==> src/rtl/keycode_pkg.sv <==
// Shared types and constants for the keycode event queue.
package keycode_pkg;

    typedef struct packed {
        logic       rpt;
        logic [7:0] code;
    } key_event_t;

    typedef enum logic [1:0] {
        RPT_IDLE,
        RPT_DELAY,
        RPT_REPEAT
    } rpt_state_t;

    localparam logic [7:0] KEY_NONE = 8'h00;
    localparam logic [7:0] KEY_W    = 8'h1A;
    localparam logic [7:0] KEY_A    = 8'h04;
    localparam logic [7:0] KEY_S    = 8'h16;
    localparam logic [7:0] KEY_D    = 8'h07;

    function automatic int max_int(input int a, input int b);
        return (a > b) ? a : b;
    endfunction

endpackage

==> src/rtl/sync_fifo.sv <==
// Show-ahead synchronous FIFO; head word is presented combinationally, zero when empty.
module sync_fifo #(
    parameter int WIDTH = 9,
    parameter int DEPTH = 8
) (
    input  logic                   Clk,
    input  logic                   Reset_n,
    input  logic                   push,
    input  logic [WIDTH-1:0]       wr_data,
    input  logic                   pop,
    output logic [WIDTH-1:0]       rd_data,
    output logic                   full,
    output logic                   empty,
    output logic [$clog2(DEPTH):0] count
);

    localparam int AW = $clog2(DEPTH);

    logic [WIDTH-1:0] mem [DEPTH];
    logic [AW-1:0]    wr_ptr;
    logic [AW-1:0]    rd_ptr;
    logic             do_push;
    logic             do_pop;

    assign full    = (count == (AW+1)'(DEPTH));
    assign empty   = (count == '0);
    assign do_pop  = pop & ~empty;
    // When full, a same-cycle pop frees the slot the write pointer already aims at.
    assign do_push = push & (~full | do_pop);
    assign rd_data = empty ? '0 : mem[rd_ptr];

    always_ff @(posedge Clk or negedge Reset_n) begin
        if (!Reset_n) begin
            wr_ptr <= '0;
            rd_ptr <= '0;
            count  <= '0;
        end else begin
            if (do_push) wr_ptr <= wr_ptr + 1'b1;
            if (do_pop)  rd_ptr <= rd_ptr + 1'b1;
            case ({do_push, do_pop})
                2'b10:   count <= count + 1'b1;
                2'b01:   count <= count - 1'b1;
                default: count <= count;
            endcase
        end
    end

    always_ff @(posedge Clk) begin
        if (do_push) mem[wr_ptr] <= wr_data;
    end

endmodule

==> src/rtl/keycode_event_queue.sv <==
// Turns the level keycode into press / auto-repeat events and queues them for the game logic.
module keycode_event_queue
    import keycode_pkg::*;
#(
    parameter int DEPTH        = 8,
    parameter int REPEAT_DELAY = 15,
    parameter int REPEAT_RATE  = 4
) (
    input  logic                   Clk,
    input  logic                   Reset_n,
    input  logic [7:0]             keycode,
    input  logic                   frame_tick,
    input  logic                   evt_ready,
    input  logic                   clear_overflow,
    output logic                   evt_valid,
    output logic [7:0]             evt_code,
    output logic                   evt_repeat,
    output logic [$clog2(DEPTH):0] count,
    output logic                   overflow
);

    localparam int CW = $clog2(max_int(REPEAT_DELAY, REPEAT_RATE)) + 1;

    logic [7:0]    kc_q;
    logic [7:0]    kc_prev;
    rpt_state_t    state;
    rpt_state_t    state_nxt;
    logic [CW-1:0] cnt;
    logic [CW-1:0] cnt_nxt;
    logic [CW-1:0] cnt_inc;
    logic          press;
    logic          evt_push;
    key_event_t    evt_data;
    key_event_t    head;
    logic          fifo_full;
    logic          fifo_empty;
    logic          pop;
    logic          drop;

    always_ff @(posedge Clk or negedge Reset_n) begin
        if (!Reset_n) begin
            kc_q    <= KEY_NONE;
            kc_prev <= KEY_NONE;
        end else begin
            kc_q    <= keycode;
            kc_prev <= kc_q;
        end
    end

    assign press   = (kc_q != kc_prev) && (kc_q != KEY_NONE);
    assign cnt_inc = cnt + 1'b1;

    always_ff @(posedge Clk or negedge Reset_n) begin
        if (!Reset_n) begin
            state <= RPT_IDLE;
            cnt   <= '0;
        end else begin
            state <= state_nxt;
            cnt   <= cnt_nxt;
        end
    end

    // Release and new presses override whatever the repeat timer was doing.
    always_comb begin
        state_nxt = state;
        cnt_nxt   = cnt;
        evt_push  = 1'b0;
        evt_data  = '0;
        if (kc_q == KEY_NONE) begin
            state_nxt = RPT_IDLE;
            cnt_nxt   = '0;
        end else if (press) begin
            evt_push  = 1'b1;
            evt_data  = '{rpt: 1'b0, code: kc_q};
            state_nxt = RPT_DELAY;
            cnt_nxt   = '0;
        end else begin
            case (state)
                RPT_DELAY: begin
                    if (frame_tick) begin
                        if (cnt_inc == CW'(REPEAT_DELAY)) begin
                            evt_push  = 1'b1;
                            evt_data  = '{rpt: 1'b1, code: kc_q};
                            state_nxt = RPT_REPEAT;
                            cnt_nxt   = '0;
                        end else begin
                            cnt_nxt = cnt_inc;
                        end
                    end
                end
                RPT_REPEAT: begin
                    if (frame_tick) begin
                        if (cnt_inc == CW'(REPEAT_RATE)) begin
                            evt_push = 1'b1;
                            evt_data = '{rpt: 1'b1, code: kc_q};
                            cnt_nxt  = '0;
                        end else begin
                            cnt_nxt = cnt_inc;
                        end
                    end
                end
                default: ;
            endcase
        end
    end

    assign pop  = evt_valid & evt_ready;
    assign drop = evt_push & fifo_full & ~pop;

    sync_fifo #(
        .WIDTH ($bits(key_event_t)),
        .DEPTH (DEPTH)
    ) u_fifo (
        .Clk     (Clk),
        .Reset_n (Reset_n),
        .push    (evt_push),
        .wr_data (evt_data),
        .pop     (pop),
        .rd_data (head),
        .full    (fifo_full),
        .empty   (fifo_empty),
        .count   (count)
    );

    assign evt_valid  = ~fifo_empty;
    assign evt_code   = head.code;
    assign evt_repeat = head.rpt;

    always_ff @(posedge Clk or negedge Reset_n) begin
        if (!Reset_n) begin
            overflow <= 1'b0;
        end else if (drop) begin
            overflow <= 1'b1;
        end else if (clear_overflow) begin
            overflow <= 1'b0;
        end
    end

endmodule

==> config.mk <==
export PLATFORM = sky130hd
export DESIGN_NAME = keycode_event_queue
export DESIGN_NICKNAME = d
export VERILOG_FILES = /design/src/rtl/keycode_pkg.sv /design/src/rtl/sync_fifo.sv /design/src/rtl/keycode_event_queue.sv
export SDC_FILE = /design/constraint.sdc
export NUM_CORES = 1
export LEC_CHECK = 0
export BUFFER_PORTS_ARGS = -buffer_cell sky130_fd_sc_hd__buf_2
export CAP_MARGIN = 5
export CORE_MARGIN = 2
export CORE_UTILIZATION = 55
export CTS_CLUSTER_SIZE = 30
export DETAILED_ROUTE_END_ITERATION = 16
export HOLD_SLACK_MARGIN = 0.15
export PLACE_DENSITY = 0.73
export SLEW_MARGIN = 15
export SYNTH_ARGS = -nofsm -noshare
export SYNTH_HDL_FRONTEND = slang
export SYNTH_SLANG_ARGS = --single-unit
==> constraint.sdc <==
create_clock -name Clk -period 4.59 [get_ports Clk]
set_input_delay 0.6885 -clock Clk [delete_from_list [all_inputs] [get_ports Clk]]
set_output_delay 0.6885 -clock Clk [all_outputs]
set_load 0.005 [all_outputs]
# Yosys cells after proc, flatten, opt, wreduce, memory -nomap -nowiden
# Memory sizes are Yosys's and may differ from the RTL's.
# Index checks and enable logic that the tools add are counted.
# word_totals
ff_bits,34
ramBits,72
word_cells,77
memories,1
# op_classes
addsub,5
n_eq_ne,10
n_mux,32
n_bitwise,9
reduce_logical,12
# mem_list
name,words,word_bits,rd,rd_ports_with_merged_regs,wr,line_no,source
u_fifo.mem,8,9,1,0,1,sync_fifo.sv:19,logic [WIDTH-1:0] mem [DEPTH];
# op_table
operator,n
$mux W9,7
$mux W5,6
$pmux W9 S2,1
$mux W1,10
$mux W2,5
$pmux W5 S2,1
$reduce_bool A3 Y1,3
$logic_not A8 Y1,1
$ne A4 B4 Y1 const B,2
$ne A8 B8 Y1,1
$pmux W4 S2,1
$reduce_bool A8 Y1,1
$add A3 B1 Y3 const B,2
$reduce_and A3 Y1,2
$add A5 B1 Y5 const B,1
$and A1 B1 Y1,5
$eq A5 B3 Y1 const B,1
$eq A5 B4 Y1 const B,1
$add A4 B1 Y4 const B,1
$eq A2 B1 Y1 const B,2
$eq A2 B2 Y1 const B,2
$eq A4 B4 Y1 const B,1
$logic_not A4 Y1,1
$reduce_bool A2 Y1,2
6 further kinds,8

# Depth between registers and ports, before layout
# logic_depth
word_depth,10
ltp_mapped,13
ltp_nobuf,12

# By module
# Synthesis repeated with hierarchy kept, for this count alone.
# unflattened
hier_cells,284
hier_area_um2,4560.6
# modules_own_cells
mod,instances,cells_per_inst,area_each_um2,seq_area_each_um2
sync_fifo,1,184,3409.5,2412.3
keycode_event_queue,1,100,1151.1,600.6

# Worst setup path after synthesis
# OpenSTA, ideal clock, no wires.
# synth_path
kind,register -> register
start,register cnt[0]
end,memory u_fifo.mem[0][0] (enable)
setup_time_ps,399
arrival_ps,2469
t_required_ps,4191
slack_ps,1722
stages_incl_launch_ff,8
path_buffers,1
path_cell_list,dfrtp_1 ha_1 xnor2_1 nor4b_4 nand2_2 a2bb2oi_2 buf_6 nor4_1
# synth_between
elab_chain_len,10
# synth_lines
element,line_no,source
"start, declared",keycode_event_queue.sv:28,logic [CW-1:0] cnt;
"start signal, assigned",keycode_event_queue.sv:59,cnt <= cnt_nxt;
$add A5 B1 Y5 *,keycode_event_queue.sv:51,assign cnt_inc = cnt + 1'b1;
$eq A5 B3 Y1 / $eq A5 B4 Y1 (equally long branches),"keycode_event_queue.sv:93, keycode_event_queue.sv:81",
"$mux W1, on equally long branches","keycode_event_queue.sv:93, keycode_event_queue.sv:81",
"$mux W1, on equally long branches","keycode_event_queue.sv:92, keycode_event_queue.sv:80",
$pmux W1 S2 *,keycode_event_queue.sv:78,case (state)
$mux W1 *,keycode_event_queue.sv:72,end else if (press) begin
$mux W1 *,keycode_event_queue.sv:69,if (kc_q == KEY_NONE) begin
$and A1 B1 Y1 *,sync_fifo.sv:29,assign do_push = push & (~full | do_pop);
$mux W1 *,sync_fifo.sv:49,if (do_push) mem[wr_ptr] <= wr_data;
$mux W1 (not written as such) *,sync_fifo.sv:49,
"end, declared",sync_fifo.sv:19,
# Mark *: on every way between the ends. The rest lies on a longest branch, timed or not.

# Worst setup path in the final report
# layout_path
start,register kc_q[0]
end,register u_fifo.count[2]
# layout_between
elab_chain_len,7
# layout_lines
element,line_no,source
"start, declared",keycode_event_queue.sv:24,logic [7:0] kc_q;
"start signal, assigned",keycode_event_queue.sv:45,kc_q <= keycode;
$ne A8 B8 Y1 / $reduce_bool A8 Y1 (equally long branches),keycode_event_queue.sv:50,assign press = (kc_q != kc_prev) && (kc_q != KEY_NONE);
$logic_and A1 B1 Y1,keycode_event_queue.sv:50,
$mux W1,keycode_event_queue.sv:72,
$mux W1 *,keycode_event_queue.sv:69,
$and A1 B1 Y1 *,sync_fifo.sv:29,
$eq A2 B1 Y1 / $eq A2 B2 Y1 (equally long branches),sync_fifo.sv:40,"case ({do_push, do_pop})"
$pmux W4 S2 / $reduce_bool A2 Y1 (equally long branches),--,
"end signal, assigned",sync_fifo.sv:41,2'b10: count <= count + 1'b1;
"end signal, assigned",sync_fifo.sv:42,2'b01: count <= count - 1'b1;
"end signal, assigned",sync_fifo.sv:43,default: count <= count;
"end, declared",sync_fifo.sv:14,output logic [$clog2(DEPTH):0] count
# Marks and branches as above.
# A chain may end at the register's enable or synchronous reset.

==> run metrics <==
Max-Cap Viols 0; DR vias 2340; cell row count 33; Placed Cells 405; max-slew violation count 0; clock skew 0.0129 ns; Worst R2R Start kc_q[0]$_DFF_PN0_; drc violations 0; DIE AREA between 0.009 and 0.01 mm2; sequential area share after synthesis 0.662; Detailed Route WL 7410 um; root buf cell clkbuf_8; per-cell routed wire length 17.6 um; initial antenna violation count 0; Critical Path AT roughly 3.4 ns; nets approximately 330; Synth Warn # 0; post-synthesis cell type count 46; Bufs and invs on worst path 0; Pre-Repair DR Iteration Count 4; stages on the worst setup path 11; Critical R2R Capture u_fifo.count[2]$_DFFE_PN0P_; TNS Setup 0 ns; Combinational Power Share 0.296; CP max FO 12; vias in the first global route 2399; clock-pin slew on the worst setup and hold paths 0.10 ns; Post-DRT Antenna Nets 0; Global Route Usage Sum 0.185; placed cell area a little under 0.005 mm2; post-CTS sizing 0; commonest non-fill, non-tap cell in the layout edfxtp_1; power share of the clock group 0.202; cell repeated most along the worst path xor2_1; count of non-filler cells in the finished layout 421; kind of end point of the critical path flop; DIE WIDTH 95.0 um; Detailed Route Iter0 Violations roughly 120; Port Buffers 27; largest net degree at the start of global routing 35; grt ovf 0; initial core utilization 0.559; syn_area_per_cell 16.5 um2; Worst path max stage delay 0.59 ns; Reg power frac 0.502; Net Sw Frac 0.311; slack of the worst reg-to-reg path roughly 1.4 ns; die height 95.0 um; Pint 1.99 mW; Lkg Pwr 1.87 nW; Post-CTS Setup Inserts 0; RSZ-0062 raised after global routing false; CTS Buffer Depth 2; CTS tree done; Hold Buf Count CTS 0; maximum clock frequency 0.317 GHz; status finished, final reports clean; maximum VDD drop 0.204 mV; Vias/cell around 5.6; clock sinks 106; CP delay by family, top compound AO/OA/AOI/OAI gates; number of flops mapped to enable cells by yosys 72; Syn Nets 298; Tightest Pin Transition 0.892 ns; Worst R2R Path Depth 11; P&R area growth vs syn 11.2%; Slowest-stage cell, CP or4_1; dominant cell type by area after synthesis edfxtp_1; I/O Pins 28; core area 0.00813 mm2; Worst slew margin 0.402; Pwr per Cell Area 570 mW/mm2; number of synthesized register bits 106; fin crit share 0.687; share of the synthesized area in the top cell type 0.475; commonest non-fill, non-tap cells in the layout 72 x edfxtp_1, 34 x dfrtp_1, 27 x buf_2; minimum clock period 3.15 ns; Synth area leaders edfxtp_1 48%, dfrtp_1 19%, mux4_2 8.9%, ha_1 2.7%, xor2_1 2.5%; WS Path Type flop to flop; RePlAce Congestion 0.801; Startpoint Class flop; cells after synthesis 275; final core occ 0.622; Post-synth top flop edfxtp_1; hpwl dp 5010 um; post-route cell area 0.00506 mm2; Worst Hold Class primary input to async pin; Worst EP required between 4 and 5 ns; Synth Cell Area around 0.0046 mm2; first-pass GRT wire length 12000 um; Switch Pwr 896 uW; Post-synth ARST share 0.321; Diodes inserted 0; fraction of layout cells with a size suffix above 1 0.282; cts bufs inserted 9; # H-tree levels 3; sequence of cells on the critical path or4_1 -> o2bb2a_4 -> nand2_2 -> a2bb2oi_2 -> ha_1 -> xor2_1 -> ha_1 -> a21oi_1 -> xor2_1 -> nor2_1 -> xor2_1; final hold viol count 0; # setup viols final 0; Skew-Pair Late Insertion Delay 0.37 ns
-- registers in the layout, indices dropped and copies added, names as in the netlist, 2 cells and up --
signal and count:
cnt 5, kc_prev 8, kc_q 8, state 2
u_fifo.count 4, u_fifo.mem 72, u_fifo.rd_ptr 3, u_fifo.wr_ptr 3
-- worst max-delay path by stage --
stage,from,slack (ns),endpoint
3_5_place_dp,evt_ready,1.40,u_fifo.count[2]$_DFFE_PN0P_
3_3_place_gp,evt_ready,1.46,u_fifo.count[2]$_DFFE_PN0P_
6_report,kc_q[0]$_DFF_PN0_,1.44,u_fifo.count[2]$_DFFE_PN0P_
2_1_floorplan,cnt[0]$_DFFE_PN0P_,1.72,u_fifo.mem[0][0]$_DFFE_PP_
5_1_grt,kc_q[0]$_DFF_PN0_,1.19,u_fifo.count[2]$_DFFE_PN0P_
4_1_cts,kc_q[0]$_DFF_PN0_,1.42,u_fifo.count[2]$_DFFE_PN0P_
-- worst reg2reg max path, delay by kind of cell, from the launching register on --
| kind | cells | cell delay (ns) |
|---|---|---|
| compound gates | 3 | 0.97 |
| simple gates | 3 | 0.71 |
| fa+ha+maj | 2 | 0.56 |
| flops | 1 | 0.42 |
| xor+xnor | 3 | 0.39 |
-- cells by family (layout without fill, tap and decap cells) --
| logic type | Yosys count | in the layout | share of synthesized area |
|---|---|---|---|
| AOI/OAI and AO/OA | 21 | 21 | 0.0335 |
| DFF | 106 | 106 | 0.662 |
| buffers and inverters | 17 | 58 | 0.0162 |
| muxes | 33 | 33 | 0.124 |
| adders and majority gates | 10 | 10 | 0.0275 |
| and+or+nand+nor | 68 | 68 | 0.0940 |
| xor gates and xnor gates | 20 | 20 | 0.0426 |
-- routing by layer --
metal,wire (um),share of wire,vias to the layer above,GRT usage
met5,0,0,-,0
met2,3780,0.51,46,0.315
met4,129,0.017,0,0.0725
li1,-,-,1112,-
met3,263,0.036,10,0.0287
met1,3230,0.44,1172,0.242
-- final cells by class --
type	count	area, um2
clock buffer	9	124
multi-input combinational	152	1490
inverter	7	26.3
sequential	106	3010
fill	587	3080
timing repair buffer	35	195
clock inverter	7	82.6
tap	105	131
-- metrics by stage --
| stage | hold WS, ns | setup slack [ns] | total power [mW] |
|---|---|---|---|
| 5_1_grt | 0.408 | 1.19 | 3.05 |
| 6_report | 0.375 | 1.44 | 2.88 |
| 3_3_place_gp | 0.408 | 1.46 | 2.32 |
| 4_1_cts | 0.395 | 1.42 | 2.93 |
| 3_5_place_dp | 0.416 | 1.40 | 2.35 |
| 2_1_floorplan | 0.393 | 1.72 | 2.02 |
-- cells in the mapped netlist (2+ instances only) --
master	n
a211o_1	2
a21oi_1	9
buf_1	2
buf_2	2
clkbuf_1	5
dfrtp_1	34
edfxtp_1	72
ha_1	10
inv_1	7
mux2_2	2
mux2i_1	11
mux4_2	18
nand2_1	10
nand2b_1	2
nand3b_1	3
nor2_1	18
nor2b_1	11
nor3_1	4
nor4_1	4
nor4b_2	4
o21ai_0	3
xnor2_1	6
xor2_1	13
-- power by group through the flow --
| stage | Sequential, mW | Combinational (mW) | Clock [mW] |
|---|---|---|---|
| floorplan | 1.36 | 0.655 | 0 |
| global placement | 1.46 | 0.859 | 0 |
| detailed placement | 1.47 | 0.877 | 0 |
| CTS | 1.45 | 0.879 | 0.597 |
| global route | 1.48 | 0.952 | 0.626 |
| finish | 1.45 | 0.853 | 0.583 |
(Power assumes the default switching activity.)
